File: src/rtl/lcd_pkg.sv
// Shared definitions for the LCD fill scheduler.
//   CMD_*      : panel command bytes (column set, row set, memory write)
//   state_t    : scheduler state enumeration
//   rect_t     : fill rectangle {x0,x1,y0,y1}, 8 bits per field
//   rect_area  : pixel count of a legal rectangle (16-bit result)
package lcd_pkg;

    localparam logic [7:0] CMD_CASET = 8'h2A;
    localparam logic [7:0] CMD_RASET = 8'h2B;
    localparam logic [7:0] CMD_RAMWR = 8'h2C;

    typedef enum logic [2:0] {
        ST_IDLE,
        ST_CASET,
        ST_RASET,
        ST_RAMWR,
        ST_PIX_HI,
        ST_PIX_LO
    } state_t;

    typedef struct packed {
        logic [7:0] x0;
        logic [7:0] x1;
        logic [7:0] y0;
        logic [7:0] y1;
    } rect_t;

    // Only meaningful for rectangles with x0<=x1 and y0<=y1; the largest
    // legal screen area fits comfortably in 16 bits.
    function automatic logic [15:0] rect_area(input rect_t r);
        logic [15:0] w;
        logic [15:0] h;
        w = 16'(r.x1) - 16'(r.x0) + 16'd1;
        h = 16'(r.y1) - 16'(r.y0) + 16'd1;
        return w * h;
    endfunction

endpackage

File: src/rtl/rr_arbiter2.sv
// Two-way round-robin arbiter.
//   clk, resetn : clock, asynchronous active-low reset
//   req         : request bits (already qualified by the caller)
//   grant       : one-hot grant, combinational; a grant is an acceptance
//   grant_idx   : index of the granted requester
// The pointer remembers the last accepted requester; reset makes requester 0
// the favoured one on the first contention.
module rr_arbiter2 (
    input  logic       clk,
    input  logic       resetn,
    input  logic [1:0] req,
    output logic [1:0] grant,
    output logic       grant_idx
);

    logic last_q;

    always_comb begin
        grant     = 2'b00;
        grant_idx = 1'b0;
        case (req)
            2'b01: begin
                grant     = 2'b01;
                grant_idx = 1'b0;
            end
            2'b10: begin
                grant     = 2'b10;
                grant_idx = 1'b1;
            end
            2'b11: begin
                if (last_q) begin
                    grant     = 2'b01;
                    grant_idx = 1'b0;
                end else begin
                    grant     = 2'b10;
                    grant_idx = 1'b1;
                end
            end
            default: begin
                grant     = 2'b00;
                grant_idx = 1'b0;
            end
        endcase
    end

    always_ff @(posedge clk or negedge resetn) begin
        if (!resetn) begin
            last_q <= 1'b1;
        end else if (|grant) begin
            last_q <= grant_idx;
        end
    end

endmodule

File: src/rtl/lcd_fill_scheduler.sv
// LCD rectangle fill scheduler: arbitrates two requesters and emits the
// CASET / RASET / RAMWR command sequence followed by the pixel stream as
// 9-bit {rs,byte} words toward an SPI byte shifter.
//   clk, resetn          : clock, asynchronous active-low reset
//   req_valid/req_ready  : per-requester handshake (bit i = requester i)
//   req_rect             : {x0,x1,y0,y1} per requester (32 bits each)
//   req_color            : RGB565 per requester (16 bits each)
//   wr_valid/wr_ready    : word handshake toward the shifter
//   wr_rs, wr_data       : 0=command / 1=data, byte value
//   busy, grant_id       : transfer in progress, requester being served
//   done, err            : one-cycle end-of-fill / rejected-request pulses
module lcd_fill_scheduler
    import lcd_pkg::*;
#(
    parameter int unsigned COL_OFS = 40,
    parameter int unsigned ROW_OFS = 53,
    parameter int unsigned MAX_X   = 239,
    parameter int unsigned MAX_Y   = 134
) (
    input  logic        clk,
    input  logic        resetn,
    input  logic [1:0]  req_valid,
    output logic [1:0]  req_ready,
    input  logic [63:0] req_rect,
    input  logic [31:0] req_color,
    output logic        wr_valid,
    input  logic        wr_ready,
    output logic        wr_rs,
    output logic [7:0]  wr_data,
    output logic        busy,
    output logic        grant_id,
    output logic        done,
    output logic        err
);

    state_t      state_q;
    state_t      state_d;
    logic [2:0]  idx_q;
    logic [2:0]  idx_d;
    rect_t       rect_q;
    logic [15:0] color_q;
    logic [15:0] pix_cnt_q;

    logic [1:0]  arb_req;
    logic [1:0]  arb_grant;
    logic        arb_idx;
    logic        accept;
    rect_t       in_rect;
    logic [15:0] in_color;
    logic        in_bad;
    logic        fire;
    logic        last_pix;
    logic [8:0]  word;
    logic [15:0] x_start;
    logic [15:0] x_end;
    logic [15:0] y_start;
    logic [15:0] y_end;

    // Word k of a 5-word address-set group: command, then start hi/lo, end hi/lo.
    function automatic logic [8:0] word_sel(input logic [2:0] idx, input logic [7:0] cmd,
                                            input logic [15:0] a, input logic [15:0] b);
        case (idx)
            3'd0:    return {1'b0, cmd};
            3'd1:    return {1'b1, a[15:8]};
            3'd2:    return {1'b1, a[7:0]};
            3'd3:    return {1'b1, b[15:8]};
            3'd4:    return {1'b1, b[7:0]};
            default: return {1'b1, 8'hFF};
        endcase
    endfunction

    // Requests are only visible to the arbiter in IDLE and out of reset, so
    // req_ready is low everywhere else without a separate gate.
    assign arb_req = req_valid & {2{(state_q == ST_IDLE) && resetn}};

    rr_arbiter2 u_arb (
        .clk       (clk),
        .resetn    (resetn),
        .req       (arb_req),
        .grant     (arb_grant),
        .grant_idx (arb_idx)
    );

    assign req_ready = arb_grant;
    assign accept    = |arb_grant;
    assign in_rect   = arb_idx ? rect_t'(req_rect[63:32]) : rect_t'(req_rect[31:0]);
    assign in_color  = arb_idx ? req_color[31:16] : req_color[15:0];
    assign in_bad    = (in_rect.x0 > in_rect.x1) || (in_rect.y0 > in_rect.y1) ||
                       (32'(in_rect.x1) > MAX_X) || (32'(in_rect.y1) > MAX_Y);

    assign x_start  = 16'(rect_q.x0) + 16'(COL_OFS);
    assign x_end    = 16'(rect_q.x1) + 16'(COL_OFS);
    assign y_start  = 16'(rect_q.y0) + 16'(ROW_OFS);
    assign y_end    = 16'(rect_q.y1) + 16'(ROW_OFS);

    assign fire     = wr_valid & wr_ready;
    assign last_pix = (pix_cnt_q == 16'd1);
    assign busy     = (state_q != ST_IDLE);
    assign wr_rs    = word[8];
    assign wr_data  = word[7:0];

    // Outputs are decoded from held state only, so they stay stable while
    // wr_ready is low.
    always_comb begin
        state_d  = state_q;
        idx_d    = idx_q;
        wr_valid = 1'b0;
        word     = {1'b1, 8'hFF};
        case (state_q)
            ST_IDLE: begin
                if (accept && !in_bad) begin
                    state_d = ST_CASET;
                    idx_d   = '0;
                end
            end
            ST_CASET: begin
                wr_valid = 1'b1;
                word     = word_sel(idx_q, CMD_CASET, x_start, x_end);
                if (wr_ready) begin
                    if (idx_q == 3'd4) begin
                        state_d = ST_RASET;
                        idx_d   = '0;
                    end else begin
                        idx_d = idx_q + 3'd1;
                    end
                end
            end
            ST_RASET: begin
                wr_valid = 1'b1;
                word     = word_sel(idx_q, CMD_RASET, y_start, y_end);
                if (wr_ready) begin
                    if (idx_q == 3'd4) begin
                        state_d = ST_RAMWR;
                        idx_d   = '0;
                    end else begin
                        idx_d = idx_q + 3'd1;
                    end
                end
            end
            ST_RAMWR: begin
                wr_valid = 1'b1;
                word     = {1'b0, CMD_RAMWR};
                if (wr_ready) begin
                    state_d = ST_PIX_HI;
                end
            end
            ST_PIX_HI: begin
                wr_valid = 1'b1;
                word     = {1'b1, color_q[15:8]};
                if (wr_ready) begin
                    state_d = ST_PIX_LO;
                end
            end
            ST_PIX_LO: begin
                wr_valid = 1'b1;
                word     = {1'b1, color_q[7:0]};
                if (wr_ready) begin
                    state_d = last_pix ? ST_IDLE : ST_PIX_HI;
                end
            end
            default: begin
                state_d = ST_IDLE;
                idx_d   = '0;
            end
        endcase
    end

    always_ff @(posedge clk or negedge resetn) begin
        if (!resetn) begin
            state_q   <= ST_IDLE;
            idx_q     <= '0;
            rect_q    <= '0;
            color_q   <= '0;
            pix_cnt_q <= '0;
            grant_id  <= 1'b0;
            done      <= 1'b0;
            err       <= 1'b0;
        end else begin
            state_q <= state_d;
            idx_q   <= idx_d;
            done    <= fire && (state_q == ST_PIX_LO) && last_pix;
            err     <= accept && in_bad;
            if (accept) begin
                grant_id <= arb_idx;
                if (!in_bad) begin
                    rect_q    <= in_rect;
                    color_q   <= in_color;
                    pix_cnt_q <= rect_area(in_rect);
                end
            end else if (fire && (state_q == ST_PIX_LO)) begin
                pix_cnt_q <= pix_cnt_q - 16'd1;
            end
        end
    end

endmodule

File: config.mk
export PLATFORM = sky130hd
export DESIGN_NAME = lcd_fill_scheduler
export DESIGN_NICKNAME = d
export VERILOG_FILES = /design/src/rtl/lcd_pkg.sv /design/src/rtl/rr_arbiter2.sv /design/src/rtl/lcd_fill_scheduler.sv
export SDC_FILE = /design/constraint.sdc
export NUM_CORES = 1
export LEC_CHECK = 0
export CAP_MARGIN = 25
export CORE_UTILIZATION = 50
export CTS_BUF_LIST = sky130_fd_sc_hd__clkbuf_4 sky130_fd_sc_hd__clkbuf_8 sky130_fd_sc_hd__clkbuf_16
export DETAILED_ROUTE_END_ITERATION = 10
export DONT_BUFFER_PORTS = 1
export HOLD_SLACK_MARGIN = 0.02
export SLEW_MARGIN = 40
export SYNTH_ARGS = -nofsm -noshare
export SYNTH_HDL_FRONTEND = slang
export SYNTH_SLANG_ARGS = --single-unit
File: constraint.sdc
create_clock -name clk -period 12.61 [get_ports clk]
set_input_delay 2.522 -clock clk [delete_from_list [all_inputs] [get_ports clk]]
set_output_delay 2.522 -clock clk [all_outputs]
set_load 0.02 [all_outputs]
---- Word-level counts from Yosys, hierarchy flattened ----
Cells that the tools add are included.
operators by class
  equal/unequal tests ..................... 23
  bitwise logic cells ..................... 4
  reductions and logical operators ........ 21
  multipliers ............................. 1
  magnitude comparators ................... 4
  muxes and demuxes ....................... 27
  add/sub/neg operators ................... 10
operators by type and width
  kind                     number
  $pmux W9 S5              3
  $mux W16                 4
  $add A8 B6 Y9 const B    4
  $mux W3                  12
  $mux W32                 1
  $add A9 B2 Y10 const B   2
  $pmux W3 S6              1
  $sub A8 B8 Y9            2
  $eq A16 B1 Y1 const B    1
  $gt A8 B8 Y1             2
  $gt A8 B8 Y1 const B     2
  $mul A10 B10 Y16         1
  $ne A2 B2 Y1 const B     8
  $sub A16 B1 Y16 const B  1
  $eq A3 B2 Y1 const B     4
  $eq A3 B3 Y1 const B     3
  $pmux W3 S3              1
  $reduce_and A8 Y1        1
  $eq A3 B1 Y1 const B     2
  $logic_not A3 Y1         2
  $pmux W2 S3              1
  $logic_and A1 B1 Y1      5
  $reduce_or A5 Y1         1
  $eq A2 B2 Y1 const B     2
  17 further kinds         24
storage, ports and cells
  bits of input ports ..................... 101
  register bits ........................... 74
  word-level logic and storage cells ...... 102
  output and inout port bits .............. 16

---- Depth between registers and ports, before layout ----
  word-level depth ........................ 14
  mapped depth ............................ 37
  depth with buffers taken out ............ 35

---- Hierarchy ----
From an unflattened synthesis, not the netlist that was laid out.
second synthesis, totals
  cell total of the unflattened synthesis .. 1038
  area total of the unflattened synthesis .. 8958.6 sq um
modules (own cells, without submodules)
  module              instances  seq. area each (sq um)  cells an instance  area each (sq um)
  lcd_fill_scheduler  1          1826.8                  1031               8897.3
  rr_arbiter2         1          26.3                    7                  61.3

---- Worst setup path after synthesis ----
No wires, ideal clock.
  kind .................................... input port to flip-flop
  start ................................... input req_valid[1]
  end ..................................... register pix_cnt_q[15]
  required time ........................... 12.534 ns
  arrival ................................. 11.197 ns
  setup slack ............................. 1.336 ns
  cell stages on the path ................. 36
  setup time .............................. 0.076 ns
  path buffers ............................ 3
  cell sequence ........................... a21boi_1 > nand2_1 > inv_1 > clkbuf_1 > clkbuf_1 > nand2_1 > nand2_1 > ha_1 > inv_1 > fa_1 > a21o_1 > a21o_1 > xor2_1 > or3b_2 > or4b_1 > or3_1 > and2_1 > clkbuf_1 > nand2b_1 > fa_1 > inv_1 > fa_1 > fa_1 > fa_1 > inv_1 > fa_1 > inv_1 > ha_1 > inv_1 > o21bai_1 > a211o_1 > a2111oi_0 > nor3_1 > xnor2_1 > xnor3_1 > o21ai_1
RTL lines
  element                 line                       source
  start: declaration      lcd_fill_scheduler.sv:22   input logic [1:0] req_valid,
  end signal: assignment  lcd_fill_scheduler.sv:188  pix_cnt_q <= rect_area(in_rect);
  end signal: assignment  lcd_fill_scheduler.sv:191  pix_cnt_q <= pix_cnt_q - 16'd1;
  end: declaration        lcd_fill_scheduler.sv:42   logic [15:0] pix_cnt_q;

==> results by group <==
Run status
  – Status: finished, final reports clean

Setup path
  – CP Launch Type: input port
  – WP buf/inv: 6
  – Slowest CP cell: a211oi_1
  – Critical Path AT: 11720 ps
  – CP endpoint kind: flip-flop
  – CP Class: input port to flip-flop
  – Delay-heaviest family, CP: adder cells
  – Critical path's most frequent cell: fa_1
  – Required @ worst endpoint: 12890 ps
  – Slowest stage delay, CP: 620 ps
  – CP max FO: 14

Synthesis
  – Synth area leaders: dfrtp_1 (20%), fa_1 (16%), ha_1 (9.6%)
  – Synth cell types: 74
  – Post-synthesis sequential area ratio: 20.38%
  – Ys flop type: dfrtp_1
  – Ys async rst share: 100.0%
  – Synth Cell Area: 9094 µm²
  – Post-synth EDFFs: 0
  – Net Count, Synth: 1346
  – Largest area contributor in the netlist: dfrtp_1
  – Mapped Cells: 1104
  – Area fraction of the dominant cell type after synthesis: 20.09%
  – Synth Register Bits: 74
  – Avg Cell Area, Syn: 8.237 µm²
  – Synth warn: 0

STA
  – Slew Viols, Final: 0
  – Fin Setup TNS: 0 ps
  – Max Clk Rate: 87.46 MHz
  – Max Clock Skew: 18.59 ps
  – Endpoints failing setup: 0
  – RSZ-0062 raised after global routing: no
  – Worst Max-Slew Pin Slew: 867.1 ps
  – Tcrit/Tclk final: 90.67%
  – Tmin final: 11430 ps
  – Slew Limit Headroom: 42.00%
  – Final Hold Violating Endpoints: 0

Routing
  – WL per Instance: 18.22 µm
  – 1st-iter DRT viols: 534
  – Via-per-instance ratio: 5.760
  – Drt drc: 0
  – Post-route ant nets: 0
  – DR pass1 iterations: 5
  – Drt total wl: 23940 µm
  – Via count: 7569

Placement
  – Number of buffers added on ports: 0
  – HPWL after DPL: 19320 µm
  – GP Congestion: 0.9210
  – DP Area: 9314 µm²

Clock network
  – CTS buffer count: 9
  – Clock Latency Late Sink: 360 ps
  – Post-CTS setup buffer count: 0
  – CTS sink count: 74
  – Root Buffer: clkbuf_16
  – CTS tree: built
  – Cts-stage hold buffer count: 0
  – Clock slew at reported path FFs: 70 ps
  – PostCTS Resize Cnt: 0
  – H-tree levels: 3
  – Max Buffers Root-to-Sink: 2

Finish
  – Fill cells: 1667
  – Layout cell share with drive strength beyond 1: 5.969%
  – Antenna Cells: 0
  – Fin area: 9639 µm²
  – Multi-input logic area: 6655 µm²
  – Nets: 1326
  – Synth-to-layout area growth: 5.999%
  – FF/Latch Area: 1854 µm²

GRT
  – Largest net degree at the start of global routing: 87
  – Global-route wire length before repair: 37980 µm
  – Global Route Usage Sum: 26.70%
  – Grt ovf: 0
  – Vias in the first global route: 7174
  – Initial antenna violation count: 0

Floorplan
  – Die W: 136.9 µm
  – Starting Density: 51.86%
  – Core Footprint: 17540 µm²
  – Die height: 136.9 µm
  – Die area: 18730 µm²
  – Top Ports: 117
  – Floorplan row count: 48

Flow run
  – Total of max-cap violations: 0

Min path
  – Hold Path Class: flip-flop to flip-flop
-- final timing paths --
check                                    startpoint                   endpoint  cells after the start  slack (ps)
hold reg to reg            u_arb.last_q$_DFFE_PN1N_   u_arb.last_q$_DFFE_PN1N_                      2         470
setup / recovery                       req_valid[1]  pix_cnt_q[15]$_DFFE_PN0P_                     31        1180
max in group asynchronous                    resetn   u_arb.last_q$_DFFE_PN1N_                      0       10520
min in group asynchronous                    resetn   pix_cnt_q[8]$_DFFE_PN0P_                      0        1850
hold / removal             u_arb.last_q$_DFFE_PN1N_   u_arb.last_q$_DFFE_PN1N_                      2         470
setup reg to reg             state_q[2]$_DFFE_PN0P_  pix_cnt_q[15]$_DFFE_PN0P_                     31        2660
-- cell families after synthesis --
logic type | count (synthesis) | share of synthesized area, %
adders and majority gates | 142 | 25.37
buffers and inverters | 167 | 6.893
DFF | 74 | 20.38
muxes | 35 | 4.114
and+or+nand+nor | 381 | 19.03
xor gates and xnor gates | 76 | 7.705
AOI/OAI and AO/OA | 229 | 16.51
-- layer usage --
layer	up-vias	wire length (µm)	track usage [%]
li1	3694	-	-
met1	3618	11560	38.94
met2	241	10490	40.67
met3	16	1686	5.926
met4	0	198	4.762
met5	-	0	0
-- area by class of cell --
type,instances,area share [%]
Multi-Input combinational cell,863,69.04
Tap cell,225,2.921
Clock buffer,9,2.336
Inverter,129,5.023
Clock inverter,7,0.8567
Sequential cell,74,19.24
Timing Repair Buffer,7,0.5841
-- worst reg2reg max path, delay by kind of cell (launching register included) --
kind | cells | cell delay, ps
flops | 1 | 600
buf+inv | 6 | 630
simple gates | 8 | 2330
fa+ha+maj | 8 | 3780
xor+xnor | 3 | 770
compound gates | 5 | 1530
mux | 1 | 260
-- stage by stage --
step           hold WS (ps)  setup WS, ps  instances  util (%)
2_1_floorplan         446.5          1336       1104         -
3_3_place_gp          457.7          1055       1298     52.97
3_5_place_dp          462.9         867.2       1298     53.11
4_1_cts               469.5          1259       1314     54.87
5_1_grt               488.2         577.9       1314     54.97
6_report              473.2          1177       1314     54.97
-- registers in the layout, summed over array words and instances, names as in the netlist --
name,count
state_q,3
rect_q,32
u_arb.last_q,1
idx_q,3
grant_id,1
done,1
color_q,16
pix_cnt_q,16
err,1
-- synthesized netlist by cell type (8+ instances only) --
master / n
xnor2_1: 51
dfrtp_1: 73
nand2_1: 138
o22ai_1: 14
a31oi_1: 23
a21o_1: 8
o21ai_0: 41
nor2_1: 128
a21oi_1: 59
a22oi_1: 9
ha_1: 70
and2_1: 14
nand2b_1: 14
nor2b_1: 16
xor2_1: 22
mux2i_1: 16
nand3_1: 19
inv_1: 127
nor3_1: 20
fa_1: 71
clkbuf_1: 35
mux2_2: 19
-- cell usage in the layout (no fill, tap or decap), types with 5 or more instances in the layout --
cell,n
ha_1,70
a31oi_1,23
o22ai_1,14
o21ai_0,41
nor2b_1,16
o221ai_1,6
o31ai_1,7
a22oi_1,9
a21o_1,8
mux2_2,19
nand3_1,19
dfrtp_1,72
inv_1,127
o211ai_1,5
or3_1,5
o21bai_1,5
nand2_1,137
xor2_1,21
nor2_1,127
nor3_1,19
xnor2_1,48
nand2b_1,14
clkbuf_16,9
mux2i_1,16
and2_1,13
fa_1,71
o21a_1,7
nand4_1,5
nor4_1,6
a21oi_1,59
buf_4,6
Power is left out: the tool's default activity adds up to more than one toggle a clock period on the data nets, which glitch-free logic cannot reach.
